**config.mk**
```make
export PLATFORM = sky130hd
export DESIGN_NAME = saa_opt
export DESIGN_NICKNAME = d
export VERILOG_FILES = /design/src/rtl/saa_opt_pkg.sv /design/src/rtl/saa_opt_pe.sv /design/src/rtl/saa_opt.sv
export SDC_FILE = /design/constraint.sdc
export NUM_CORES = 1
export LEC_CHECK = 0
export ABC_AREA = 1
export BUFFER_PORTS_ARGS = -buffer_cell sky130_fd_sc_hd__buf_2
export CAP_MARGIN = 30
export CORE_MARGIN = 5
export CORE_UTILIZATION = 47
export DETAILED_ROUTE_END_ITERATION = 16
export PLACE_DENSITY = 0.75
export REMOVE_ABC_BUFFERS = 1
export SLEW_MARGIN = 0
export SYNTH_ARGS = -nofsm -noshare
export SYNTH_HDL_FRONTEND = slang
export SYNTH_SLANG_ARGS = --single-unit
```
**constraint.sdc**
```tcl
create_clock -name clk -period 1.7 [get_ports clk]
set_input_delay 0.17 -clock clk [delete_from_list [all_inputs] [get_ports clk]]
set_output_delay 0.17 -clock clk [all_outputs]
set_load 0.01 [all_outputs]
```
**src/rtl/saa_opt_pkg.sv**
```systemverilog
// Shared definitions for the saa_opt systolic-array matrix-multiply block:
// FSM state encoding, default geometry and phase-length helpers.
package saa_opt_pkg;

  typedef enum logic [2:0] {
    IDLE    = 3'd0,
    LOAD    = 3'd1,
    COMPUTE = 3'd2,
    STORE   = 3'd3,
    DONE    = 3'd4
  } state_e;

  localparam int N_DEF  = 5;
  localparam int DW_DEF = 16;
  localparam int AW_DEF = 8;

  // LOAD: N^2 words of A, N^2 words of B, plus one cycle of read latency.
  function automatic int load_len(input int n);
    return 2 * n * n + 1;
  endfunction

  // COMPUTE: skewed wavefront needs 3N-2 cycles to reach PE(N-1,N-1).
  function automatic int compute_len(input int n);
    return 3 * n - 2;
  endfunction

  // STORE: one result word per cycle.
  function automatic int store_len(input int n);
    return n * n;
  endfunction

endpackage

```
**src/rtl/saa_opt_pe.sv**
```systemverilog
// saa_opt_pe: one output-stationary MAC cell. Operands entering from the left
// (a) and top (b) are registered and forwarded right/down; the accumulator
// keeps acc += a*b modulo 2^DW.
// Optional build macro SAA_OPT_SIGNED_EN: operands and accumulator are
// treated as two's-complement signed values.
module saa_opt_pe
  import saa_opt_pkg::*;
#(
  parameter int DW = DW_DEF
) (
  input  logic          clk,
  input  logic          rst,
  input  logic          clr_i,
  input  logic          en_i,
  input  logic [DW-1:0] a_i,
  input  logic [DW-1:0] b_i,
  output logic [DW-1:0] a_o,
  output logic [DW-1:0] b_o,
  output logic [DW-1:0] acc_o
);

  logic [DW-1:0] a_q, a_d;
  logic [DW-1:0] b_q, b_d;
  logic [DW-1:0] acc_q, acc_d;

  // Multiply-accumulate with the product truncated to DW bits before the add.
  function automatic logic [DW-1:0] mac_trunc(input logic [DW-1:0] acc,
                                              input logic [DW-1:0] a,
                                              input logic [DW-1:0] b);
`ifdef SAA_OPT_SIGNED_EN
    logic signed [DW-1:0] prod;
    logic signed [DW-1:0] acc_s;
    acc_s = $signed(acc);
    prod  = DW'($signed(a) * $signed(b));
    return DW'(acc_s + prod);
`else
    logic [DW-1:0] prod;
    prod = DW'(a * b);
    return acc + prod;
`endif
  endfunction

  // Next state: clear wins, otherwise forward operands and accumulate when enabled.
  always_comb begin
    a_d   = a_q;
    b_d   = b_q;
    acc_d = acc_q;
    if (clr_i) begin
      a_d   = '0;
      b_d   = '0;
      acc_d = '0;
    end else if (en_i) begin
      a_d   = a_i;
      b_d   = b_i;
      acc_d = mac_trunc(acc_q, a_i, b_i);
    end
  end

  // Operand forwarding registers and accumulator.
  always_ff @(posedge clk or posedge rst) begin
    if (rst) begin
      a_q   <= '0;
      b_q   <= '0;
      acc_q <= '0;
    end else begin
      a_q   <= a_d;
      b_q   <= b_d;
      acc_q <= acc_d;
    end
  end

  assign a_o   = a_q;
  assign b_o   = b_q;
  assign acc_o = acc_q;

endmodule

```
**src/rtl/saa_opt.sv**
```systemverilog
// saa_opt: N x N output-stationary systolic matrix multiplier with a private
// 2^AW-word memory. On init it loads A and B, computes C = A*B, stores C
// row-major at the latched C base and then holds complete high.
// Optional build macro SAA_OPT_SIGNED_EN (used inside saa_opt_pe) selects
// signed arithmetic; the default build is unsigned.
module saa_opt
  import saa_opt_pkg::*;
#(
  parameter int N  = N_DEF,
  parameter int DW = DW_DEF,
  parameter int AW = AW_DEF
) (
  input  logic          clk,
  input  logic          rst,
  input  logic          init,
  output logic          complete,
  input  logic [AW-1:0] base_address_A,
  input  logic [AW-1:0] base_address_B,
  input  logic [AW-1:0] base_address_C
);

  localparam int NN    = N * N;
  localparam int CW    = $clog2(2 * NN + 1);
  localparam int AB_IW = $clog2(2 * NN);
  localparam int C_IW  = $clog2(NN);

  localparam logic [CW-1:0] LOAD_LAST    = CW'(load_len(N) - 1);
  localparam logic [CW-1:0] COMPUTE_LAST = CW'(compute_len(N) - 1);
  localparam logic [CW-1:0] STORE_LAST   = CW'(store_len(N) - 1);
  localparam logic [CW-1:0] NN_C         = CW'(NN);

  state_e        state_q;
  logic [CW-1:0] cnt_q;
  logic          complete_q;
  logic [AW-1:0] base_a_q, base_b_q, base_c_q;

  logic [DW-1:0] mem [2**AW];
  logic [DW-1:0] rdata_q;
  logic [DW-1:0] ab_rf [2*NN];

  logic          start_d;
  logic          pe_clr_d;
  logic          pe_en_d;
  logic [AW-1:0] rd_addr_d;
  logic [AW-1:0] wr_addr_d;
  logic          wr_en_d;
  logic [DW-1:0] wr_data_d;

  logic [DW-1:0] feed_a_d [N];
  logic [DW-1:0] feed_b_d [N];
  logic [DW-1:0] a_link   [N][N+1];
  logic [DW-1:0] b_link   [N+1][N];
  logic [DW-1:0] acc_w    [NN];

  // A run is accepted from IDLE or as a restart from DONE; elsewhere init is ignored.
  always_comb begin
    start_d  = init && ((state_q == IDLE) || (state_q == DONE));
    pe_clr_d = (state_q == IDLE) || start_d;
    pe_en_d  = (state_q == COMPUTE);
  end

  // Sequencer: phase FSM, shared phase counter, latched bases and complete flag.
  always_ff @(posedge clk or posedge rst) begin
    if (rst) begin
      state_q    <= IDLE;
      cnt_q      <= '0;
      complete_q <= 1'b0;
      base_a_q   <= '0;
      base_b_q   <= '0;
      base_c_q   <= '0;
    end else begin
      case (state_q)
        IDLE: begin
          cnt_q <= '0;
          if (start_d) begin
            state_q  <= LOAD;
            base_a_q <= base_address_A;
            base_b_q <= base_address_B;
            base_c_q <= base_address_C;
          end
        end
        LOAD: begin
          if (cnt_q == LOAD_LAST) begin
            state_q <= COMPUTE;
            cnt_q   <= '0;
          end else begin
            cnt_q <= cnt_q + 1'b1;
          end
        end
        COMPUTE: begin
          if (cnt_q == COMPUTE_LAST) begin
            state_q <= STORE;
            cnt_q   <= '0;
          end else begin
            cnt_q <= cnt_q + 1'b1;
          end
        end
        STORE: begin
          if (cnt_q == STORE_LAST) begin
            state_q <= DONE;
            cnt_q   <= '0;
          end else begin
            cnt_q <= cnt_q + 1'b1;
          end
        end
        DONE: begin
          if (start_d) begin
            state_q    <= LOAD;
            complete_q <= 1'b0;
            cnt_q      <= '0;
            base_a_q   <= base_address_A;
            base_b_q   <= base_address_B;
            base_c_q   <= base_address_C;
          end else begin
            complete_q <= 1'b1;
          end
        end
        default: begin
          state_q    <= IDLE;
          cnt_q      <= '0;
          complete_q <= 1'b0;
        end
      endcase
    end
  end

  // Memory port addressing: A words then B words on read, C row-major on write.
  always_comb begin
    if (cnt_q >= NN_C) rd_addr_d = base_b_q + AW'(cnt_q - NN_C);
    else               rd_addr_d = base_a_q + AW'(cnt_q);
    wr_en_d   = (state_q == STORE);
    wr_addr_d = base_c_q + AW'(cnt_q);
    wr_data_d = acc_w[C_IW'(cnt_q)];
  end

  // Data memory: synchronous write, synchronous 1-cycle read; contents survive reset.
  always_ff @(posedge clk) begin
    if (wr_en_d) mem[wr_addr_d] <= wr_data_d;
    rdata_q <= mem[rd_addr_d];
  end

  // Operand register file: word k read at LOAD count k lands here one cycle later.
  always_ff @(posedge clk) begin
    if ((state_q == LOAD) && (cnt_q != '0)) begin
      ab_rf[AB_IW'(cnt_q - CW'(1))] <= rdata_q;
    end
  end

  // Skewed edge feeds: row i sees A[i][t-i], column j sees B[t-j][j], zero outside.
  always_comb begin
    int k;
    k = 0;
    for (int i = 0; i < N; i++) begin
      feed_a_d[i] = '0;
      feed_b_d[i] = '0;
      if (state_q == COMPUTE) begin
        k = int'(cnt_q) - i;
        if ((k >= 0) && (k < N)) begin
          feed_a_d[i] = ab_rf[AB_IW'(i * N + k)];
          feed_b_d[i] = ab_rf[AB_IW'(NN + k * N + i)];
        end
      end
    end
  end

  for (genvar i = 0; i < N; i++) begin : g_row
    assign a_link[i][0] = feed_a_d[i];
    assign b_link[0][i] = feed_b_d[i];

    // Operands leaving the far edge of the array are not consumed.
    logic [DW-1:0] edge_unused;
    assign edge_unused = a_link[i][N] ^ b_link[N][i];

    for (genvar j = 0; j < N; j++) begin : g_col
      saa_opt_pe #(
        .DW(DW)
      ) u_pe (
        .clk   (clk),
        .rst   (rst),
        .clr_i (pe_clr_d),
        .en_i  (pe_en_d),
        .a_i   (a_link[i][j]),
        .b_i   (b_link[i][j]),
        .a_o   (a_link[i][j+1]),
        .b_o   (b_link[i+1][j]),
        .acc_o (acc_w[i*N+j])
      );
    end
  end

  assign complete = complete_q;

endmodule

```
== Yosys cells after proc, flatten, opt, wreduce, memory -nomap -nowiden ==
Cells that the tools add are included.
W data, S select, Z words.

* Bits of input ports: 27
* Output and inout port bits: 1
* Bits in registers: 10
* Word-level logic and storage cells: 34

* Equal/unequal tests: 12
* Multiplexer cells: 12
* Reductions and logical operators: 6
* Add/subtract/negate cells: 1

{| class="wikitable"
|+ Operators with widths
! kind !! count
|-
| $mux W6 || 4
|-
| $pmux W6 S4 || 1
|-
| $mux W3 || 4
|-
| $pmux W3 S4 || 1
|-
| $add A6 B1 Y6 const B || 1
|-
| $eq A3 B2 Y1 const B || 2
|-
| $eq A6 B4 Y1 const B || 1
|-
| $eq A6 B5 Y1 const B || 1
|-
| $eq A6 B6 Y1 const B || 1
|-
| $ne A2 B2 Y1 const B || 3
|-
| $ne A2 B1 Y1 const B || 2
|-
| $reduce_and A4 Y1 || 1
|-
| $reduce_or A4 Y1 || 1
|-
| $eq A3 B1 Y1 const B || 1
|-
| $eq A3 B3 Y1 const B || 1
|-
| $logic_not A3 Y1 || 1
|-
| $pmux W1 S2 || 1
|-
| $reduce_or A2 Y1 || 1
|-
| $logic_and A1 B1 Y1 || 1
|-
| $logic_or A1 B1 Y1 || 1
|-
| $mux W1 || 1
|}

== Depth between registers and ports, before layout ==
Gate-level depths: netlist (run 1).

* Word-level depth: 5
* Mapped depth: 9
* Depth with buffers taken out: 8

== Worst setup path after synthesis (run 1) ==
No wires, ideal clock.

* Path type: register -> register
* From: register cnt_q[0]
* To: register state_q[2]
* Setup time: 66 ps
* Data arrival time: 1121 ps
* Required time: 1634 ps
* Buffers on the path: 0
* Period minus slack after synthesis: 1187 ps
* Setup slack: 513 ps
* Stages on the path, launching flop included: 9
* Cell sequence: dfrtp_1 > inv_1 > ha_1 > nand3_1 > nor2_1 > nor2_1 > nor2_2 > nand3_1 > nand2_1

* Longest elaborated chain between the ends: 3
* Elaborated cells on any way between the ends: 7
* Those cells by class: eq/ne: 6; reduce/logical: 1

{| class="wikitable"
|+ Ends and longest elaborated chain
! what !! RTL line !! RTL
|-
| from (decl) || saa_opt.sv:33 || <nowiki>logic [CW-1:0] cnt_q;</nowiki>
|-
| from (signal assigned) || saa_opt.sv:87 || <nowiki>cnt_q <= cnt_q + 1'b1;</nowiki>
|-
| from (signal assigned) || saa_opt.sv:95 || <nowiki>cnt_q <= cnt_q + 1'b1;</nowiki>
|-
| from (signal assigned) || saa_opt.sv:103 || <nowiki>cnt_q <= cnt_q + 1'b1;</nowiki>
|-
| $eq A6 B4 Y1, or another cell as far along || saa_opt.sv:91 || <nowiki>if (cnt_q == COMPUTE_LAST) begin</nowiki>
|-
| $ne A2 B2 Y1 (no line) / $ne A2 B1 Y1 (equally long branches) || -- ||
|-
| $reduce_and A4 Y1 (no line) (*) || -- ||
|-
| to (signal assigned) || saa_opt.sv:92 || <nowiki>state_q <= STORE;</nowiki>
|-
| to (signal assigned) || saa_opt.sv:100 || <nowiki>state_q <= DONE;</nowiki>
|-
| to (signal assigned) || saa_opt.sv:108 || <nowiki>state_q <= LOAD;</nowiki>
|-
| to (decl) || saa_opt.sv:32 || <nowiki>state_e state_q;</nowiki>
|}

Every way passes the cells marked *; elsewhere a longest branch is shown, timed or not.
A chain may end at the register's enable or synchronous reset.

== Final worst setup path (run 1) ==
Ends and elaborated chain as after synthesis.

==> results.sh, run 1 <==
export IMPL_p_per_area_nw_per_um2=1866
export IMPL_synthDistinctLibCells=20
export IMPL_wl_met3_um=38
export IMPL_clkLatencyLatePin_ns=0.26
export IMPL_grt_first_pass_wirelength_um=2387
export IMPL_worst_setup_path_start_kind="flop"
export IMPL_grt_pass1_vias=542
export IMPL_seq_area_frac_synth=0.3472
export IMPL_core_area_um2=1489
export IMPL_drv_cap=0
export IMPL_die_h_um=49.16
export IMPL_routed_wl_met2_um=626
export IMPL_cts_root_buffer="clkbuf_4"
export IMPL_die_w_um=49.16
export IMPL_gp_congestion=0.8255
export IMPL_finalPower_uw=1422
export IMPL_fin_ws_ns=0.2895
export IMPL_avgSynthCellArea_um2=7.207
export IMPL_drive_gt1_frac=0.2019
export IMPL_arrival_ns=1.61
export IMPL_post_cts_buffers=0
export IMPL_final_cell_mix="nand2_1, nand3_1, dfrtp_1, nor2_1"
export IMPL_skew_ns=0.001728
export IMPL_clock_sinks=10
export IMPL_drc=0
export IMPL_wl_um=1317
export IMPL_crit_fanout=4
export IMPL_leakagePower_uw=0.0004087
export IMPL_max_freq_mhz=709.0
export IMPL_grt_total_usage=0.1233
export IMPL_wirelength_met1_um=628
export IMPL_slew_violations=0
export IMPL_place_ws_ns=0.3004
export IMPL_netlist_instances=100
export IMPL_antenna_left=0
export IMPL_fin_crit_ns=1.411
export IMPL_vias=606
export IMPL_grt_setup_unrepaired="no"
export IMPL_reg2reg_slack_ns=0.29
export IMPL_fin_setup_tns_ns=0
export IMPL_cts_tree="built"
export IMPL_irDropWorstVdd_v=0.0008953
export IMPL_hpwl_um=1051
export IMPL_ys_ff_latch=10
export IMPL_top_layer_used="met4"
export IMPL_gr_total_overflow=0
export IMPL_place_port_buffers=3
export IMPL_clockBufferDepth=2
export IMPL_worst_endpoint_required_ns=1.90
export IMPL_cts_buffers=3
export IMPL_hold_violations=0
export IMPL_max_slew_margin_rel=0.7512
export IMPL_endpoint_kind="flop"
export IMPL_period_share=0.8297
export IMPL_ioPinCount=28
export IMPL_worst_pin_slew_ns=0.3728
export IMPL_ys_warn_count=0
export IMPL_first_pass_iters=4
export IMPL_final_common_cell="nand2_1"
export IMPL_hp_class="in -> reg"
export IMPL_clk_pin_slew_worst_paths_ns=0.06
export IMPL_area_growth_pct=5.729
export IMPL_drt_initial_drc_count=11
export IMPL_die_area_um2=2417
export IMPL_placementRows=14
export IMPL_syn_area_um2=720.7
export IMPL_start_util=0.4840
export IMPL_grt_max_degree=11
export IMPL_antenna_found_initial=0
export IMPL_nets=136
export IMPL_status="finished, final reports clean"
export IMPL_wl_per_cell_um=10.98
export IMPL_vias_per_cell=5.050
export IMPL_setup_violations_final=0
export IMPL_diodes=0
export IMPL_fillers=137
export IMPL_htree_levels=1
export IMPL_crit_type="reg -> reg"
[sequential cells by signal, indices dropped and copies added, names as in the netlist]
| signal | cells |
|---|---|
| cnt_q | 6 |
| state_q | 3 |
| complete | 1 |
[worst max-delay path, stage by stage, from the launching register on]
cell and delay (ns):
dfrtp_1 0.41, inv_1 0.11, ha_1 0.21, nand3_1 0.09, nor2_1 0.12, nor2_1 0.06, nor2_2 0.16, nand3_1 0.11
nand2_1 0.08
[what timing repair did]
item,4_1_cts,5_1_grt
endpoints found under the hold margin,10,0
hold buffers,1,0
resized for setup,0,0
[kinds of logic after synthesis]
family / Yosys count / share of synthesized area
DFF: 10 / 0.3472
buffers and inverters: 16 / 0.1111
xor gates and xnor gates: 3 / 0.03646
adders and majority gates: 3 / 0.05209
and+or+nand+nor: 58 / 0.3733
AOI/OAI and AO/OA: 10 / 0.07985
[through the flow]
stage               std cells  utilization  cell area, um^2  hold WS, ns
floorplan                  97            -            694.4      0.01018
detailed placement        116       0.4899            729.5       0.1649
global placement          116       0.4899            729.5       0.1552
global route              120       0.5118            762.0       0.2552
CTS                       120       0.5118            762.0       0.2308
finish                    120       0.5118            762.0       0.2369
[final timing paths]
check | startpoint | cells past startpoint | to
min in group asynchronous | rst | 3 | cnt_q[4]
worst min-delay path | init | 4 | cnt_q[1]
worst min register to register | complete | 2 | complete
worst max-delay path | cnt_q[0] | 8 | state_q[2]
max in group asynchronous | rst | 3 | cnt_q[2]
worst max register to register | cnt_q[0] | 8 | state_q[2]
[where the power goes]
part,switching (uW),internal (uW)
clock,72.5,81.3
combinational,487,281
sequential,163,339
[synthesized netlist by cell type]
master | count | area [um^2]
inv_6 | 1 | 8.760
nand2_2 | 2 | 12.51
xnor2_1 | 1 | 8.760
buf_6 | 1 | 11.26
nand3_1 | 17 | 85.08
ha_1 | 3 | 37.54
dfrtp_1 | 10 | 250.2
nor2_1 | 8 | 30.03
a21oi_2 | 1 | 8.760
o21ai_2 | 1 | 8.760
o21ai_1 | 7 | 35.03
nand4_1 | 1 | 6.260
o21ai_0 | 1 | 5.000
inv_1 | 7 | 26.28
xor2_1 | 2 | 17.52
inv_2 | 5 | 18.77
nand2_1 | 25 | 93.84
buf_4 | 2 | 15.01
nand2_4 | 2 | 22.52
nor2_2 | 3 | 18.77
[metal layers]
layer,vias to the layer above,GRT usage
met1,268,0.1563
met4,0,0.05830
met5,-,0
li1,326,-
met2,10,0.1974
met3,2,0.02446
[cell type report]
cell class,instances,area [um^2],share of cell area
Sequential cell,10,250.2,0.3284
Tap cell,16,20.02,0.02627
Inverter,13,53.80,0.07061
Multi-Input combinational cell,74,390.4,0.5123
Timing Repair Buffer,4,25.02,0.03284
Clock buffer,3,22.52,0.02956
Power figures use the tool's default switching activity.
==> run 2: changes to the inputs <==
--- a/config.mk
+++ b/config.mk
@@ -8,10 +8,11 @@
 export ABC_AREA = 1
 export BUFFER_PORTS_ARGS = -buffer_cell sky130_fd_sc_hd__buf_2
 export CAP_MARGIN = 30
+export CORE_ASPECT_RATIO = 0.8
 export CORE_MARGIN = 5
-export CORE_UTILIZATION = 47
+export CORE_UTILIZATION = 42
 export DETAILED_ROUTE_END_ITERATION = 16
-export PLACE_DENSITY = 0.75
+export PLACE_DENSITY = 0.71
 export REMOVE_ABC_BUFFERS = 1
 export SLEW_MARGIN = 0
 export SYNTH_ARGS = -nofsm -noshare
==> constraint.sdc (replaced) <==
create_clock -name clk -period 1.25 [get_ports clk]
set_input_delay 0.125 -clock clk [delete_from_list [all_inputs] [get_ports clk]]
set_output_delay 0.125 -clock clk [all_outputs]
set_load 0.01 [all_outputs]
==> results.sh, run 2 (synthesized netlist as in run 1, its figures left out) <==
export IMPL_critPathSlowestCell="dfrtp_1"
export IMPL_violations="negative setup slack"
export IMPL_fin_crit_ns=1.256
export IMPL_place_port_buffers=3
export IMPL_htree_levels=1
export IMPL_max_slew_margin_rel=0.7558
export IMPL_hold_violations=0
export IMPL_drive_gt1_frac=0.4054
export IMPL_crit_path_frequent_cell="nor2_1"
export IMPL_final_cell_mix="nand2_1, nand3_1, nor2_1, dfrtp_1"
export IMPL_nets=142
export IMPL_grtUsageMet2=0.1958
export IMPL_p_int_uw=1230
export IMPL_postPlaceCellArea_um2=774.5
export IMPL_first_pass_iters=4
export IMPL_path_cells="inv_2 -> ha_4 -> nand3_2 -> nor2_1 -> nor2_1 -> nor2_2 -> nand3_1 -> nand2_1"
export IMPL_grt_pass1_vias=612
export IMPL_diodes=0
export IMPL_drc=0
export IMPL_max_freq_mhz=796.0
export IMPL_leakagePower_uw=0.0004501
export IMPL_seq_power_share=0.270
export IMPL_critPathTopFamily="simple AND/OR/NAND/NOR gates"
export IMPL_area_growth_pct=25.35
export IMPL_grt_max_degree=11
export IMPL_antenna_found_initial=0
export IMPL_grt_first_pass_wirelength_um=2559
export IMPL_grt_total_usage=0.1265
export IMPL_hpwl_um=1068
export IMPL_core_area_um2=1627
export IMPL_setup_violations_final=3
export IMPL_status="complete, but fails checks"
export IMPL_clockBufferDepth=2
export IMPL_clock_sinks=10
export IMPL_arrival_ns=1.46
export IMPL_irDropWorstVdd_v=0.001267
export IMPL_switching_share=0.4864
export IMPL_wl_um=1387
export IMPL_skew_ns=0.0004512
export IMPL_comb_power_share=0.612
export IMPL_vias_per_cell=4.872
export IMPL_period_share=1.005
export IMPL_place_inst=127
export IMPL_cts_buffers=3
export IMPL_cts_root_buffer="clkbuf_4"
export IMPL_endpoint_kind="flop"
export IMPL_drv_cap=0
export IMPL_die_w_um=56.32
export IMPL_placementRows=13
export IMPL_final_cell_count_no_fill=133
export IMPL_gr_total_overflow=0
export IMPL_worst_setup_path_start_kind="flop"
export IMPL_p_per_area_nw_per_um2=2652
export IMPL_cp_slowest_stage_delay_ns=0.38
export IMPL_crit_fanout=4
export IMPL_power_switching_uw=1165
export IMPL_grt_busiest_layer="met2"
export IMPL_ioPinCount=28
export IMPL_worst_pin_slew_ns=0.3659
export IMPL_top_register="cnt_q"
export IMPL_start_util=0.4431
export IMPL_drt_initial_drc_count=10
export IMPL_grt_use_met3=0.01648
export IMPL_critPathBufInv=1
export IMPL_cts_tree="built"
export IMPL_die_area_um2=2650
export IMPL_slew_violations=0
export IMPL_antenna_left=0
export IMPL_gp_congestion=0.8429
export IMPL_stdcell_area_um2=903.4
export IMPL_fin_ws_ns=-0.006320
export IMPL_vias=648
export IMPL_p_clk_frac=0.118
export IMPL_use_met1=0.1700
export IMPL_clkLatencyLatePin_ns=0.26
export IMPL_hp_class="in -> reg"
export IMPL_clk_pin_slew_worst_paths_ns=0.06
export IMPL_final_common_cell="nand2_1"
export IMPL_grt_setup_unrepaired="yes"
export IMPL_largest_reg_flops=6
export IMPL_crit_type="reg -> reg"
export IMPL_die_h_um=47.05
export IMPL_worst_endpoint_required_ns=1.45
export IMPL_wl_per_cell_um=10.43
run 2: worst register-to-register path, cell delays in order, from the launching register on:
cell and delay (ns):
dfrtp_1 0.38, inv_2 0.09, ha_4 0.15, nand3_2 0.07, nor2_1 0.10, nor2_1 0.05, nor2_2 0.18, nand3_1 0.11
nand2_1 0.07
run 2: power groups by stage:
stage | Clock, uW | Combinational [uW] | Sequential (uW)
2_1_floorplan | 0 | 840 | 649
3_3_place_gp | 0 | 1150 | 631
3_5_place_dp | 0 | 1180 | 637
4_1_cts | 297 | 1400 | 641
5_1_grt | 315 | 1650 | 675
6_report | 283 | 1470 | 647
run 2: worst paths after layout:
check                           startpoint    endpoint  slack, ns  depth (start not counted)
worst max-delay path              cnt_q[0]  state_q[0]     -0.006                          8
worst max register to register    cnt_q[0]  state_q[0]     -0.006                          8
worst min-delay path                  init    cnt_q[3]       0.28                          5
min in group asynchronous              rst  state_q[2]       0.38                          3
max in group asynchronous              rst    cnt_q[3]       0.59                          3
worst min register to register    complete    complete       0.49                          2
run 2: cell type report:
cell class	instances	area (um^2)
clock buffer	4	36.28
fill	154	723.2
inverter	13	53.80
multi-input combinational	74	462.9
sequential	10	252.7
tap	22	27.53
timing repair buffer	10	70.07
run 2: what timing repair did:
item,in CTS,in global routing
hold buffers,1,0
hold endpoints to repair,10,0
endpoints found under the setup margin,9,9
pin swaps,8,5
buffers inserted,1,0
gates resized for setup,14,6
run 2: stage by stage:
step / total power (uW) / hold WS [ns] / worst slack [ns] / TNS [ns] / utilization
3_3_place_gp: 1784 / 0.1047 / -0.04255 / -0.1357 / 0.4762
4_1_cts: 2334 / 0.2808 / -0.03425 / -0.09212 / 0.5454
2_1_floorplan: 1489 / -0.03482 / 0.05093 / 0 / -
6_report: 2396 / 0.2846 / -0.006320 / -0.01475 / 0.5554
5_1_grt: 2640 / 0.2942 / -0.1031 / -0.7086 / 0.5554
3_5_place_dp: 1814 / 0.1207 / -0.1222 / -0.4899 / 0.4762
run 2: per-layer routing:
metal	wire, um	part of all wire
met5	0	0
met4	50	0.036
met3	66	0.048
met2	616	0.44
met1	654	0.47
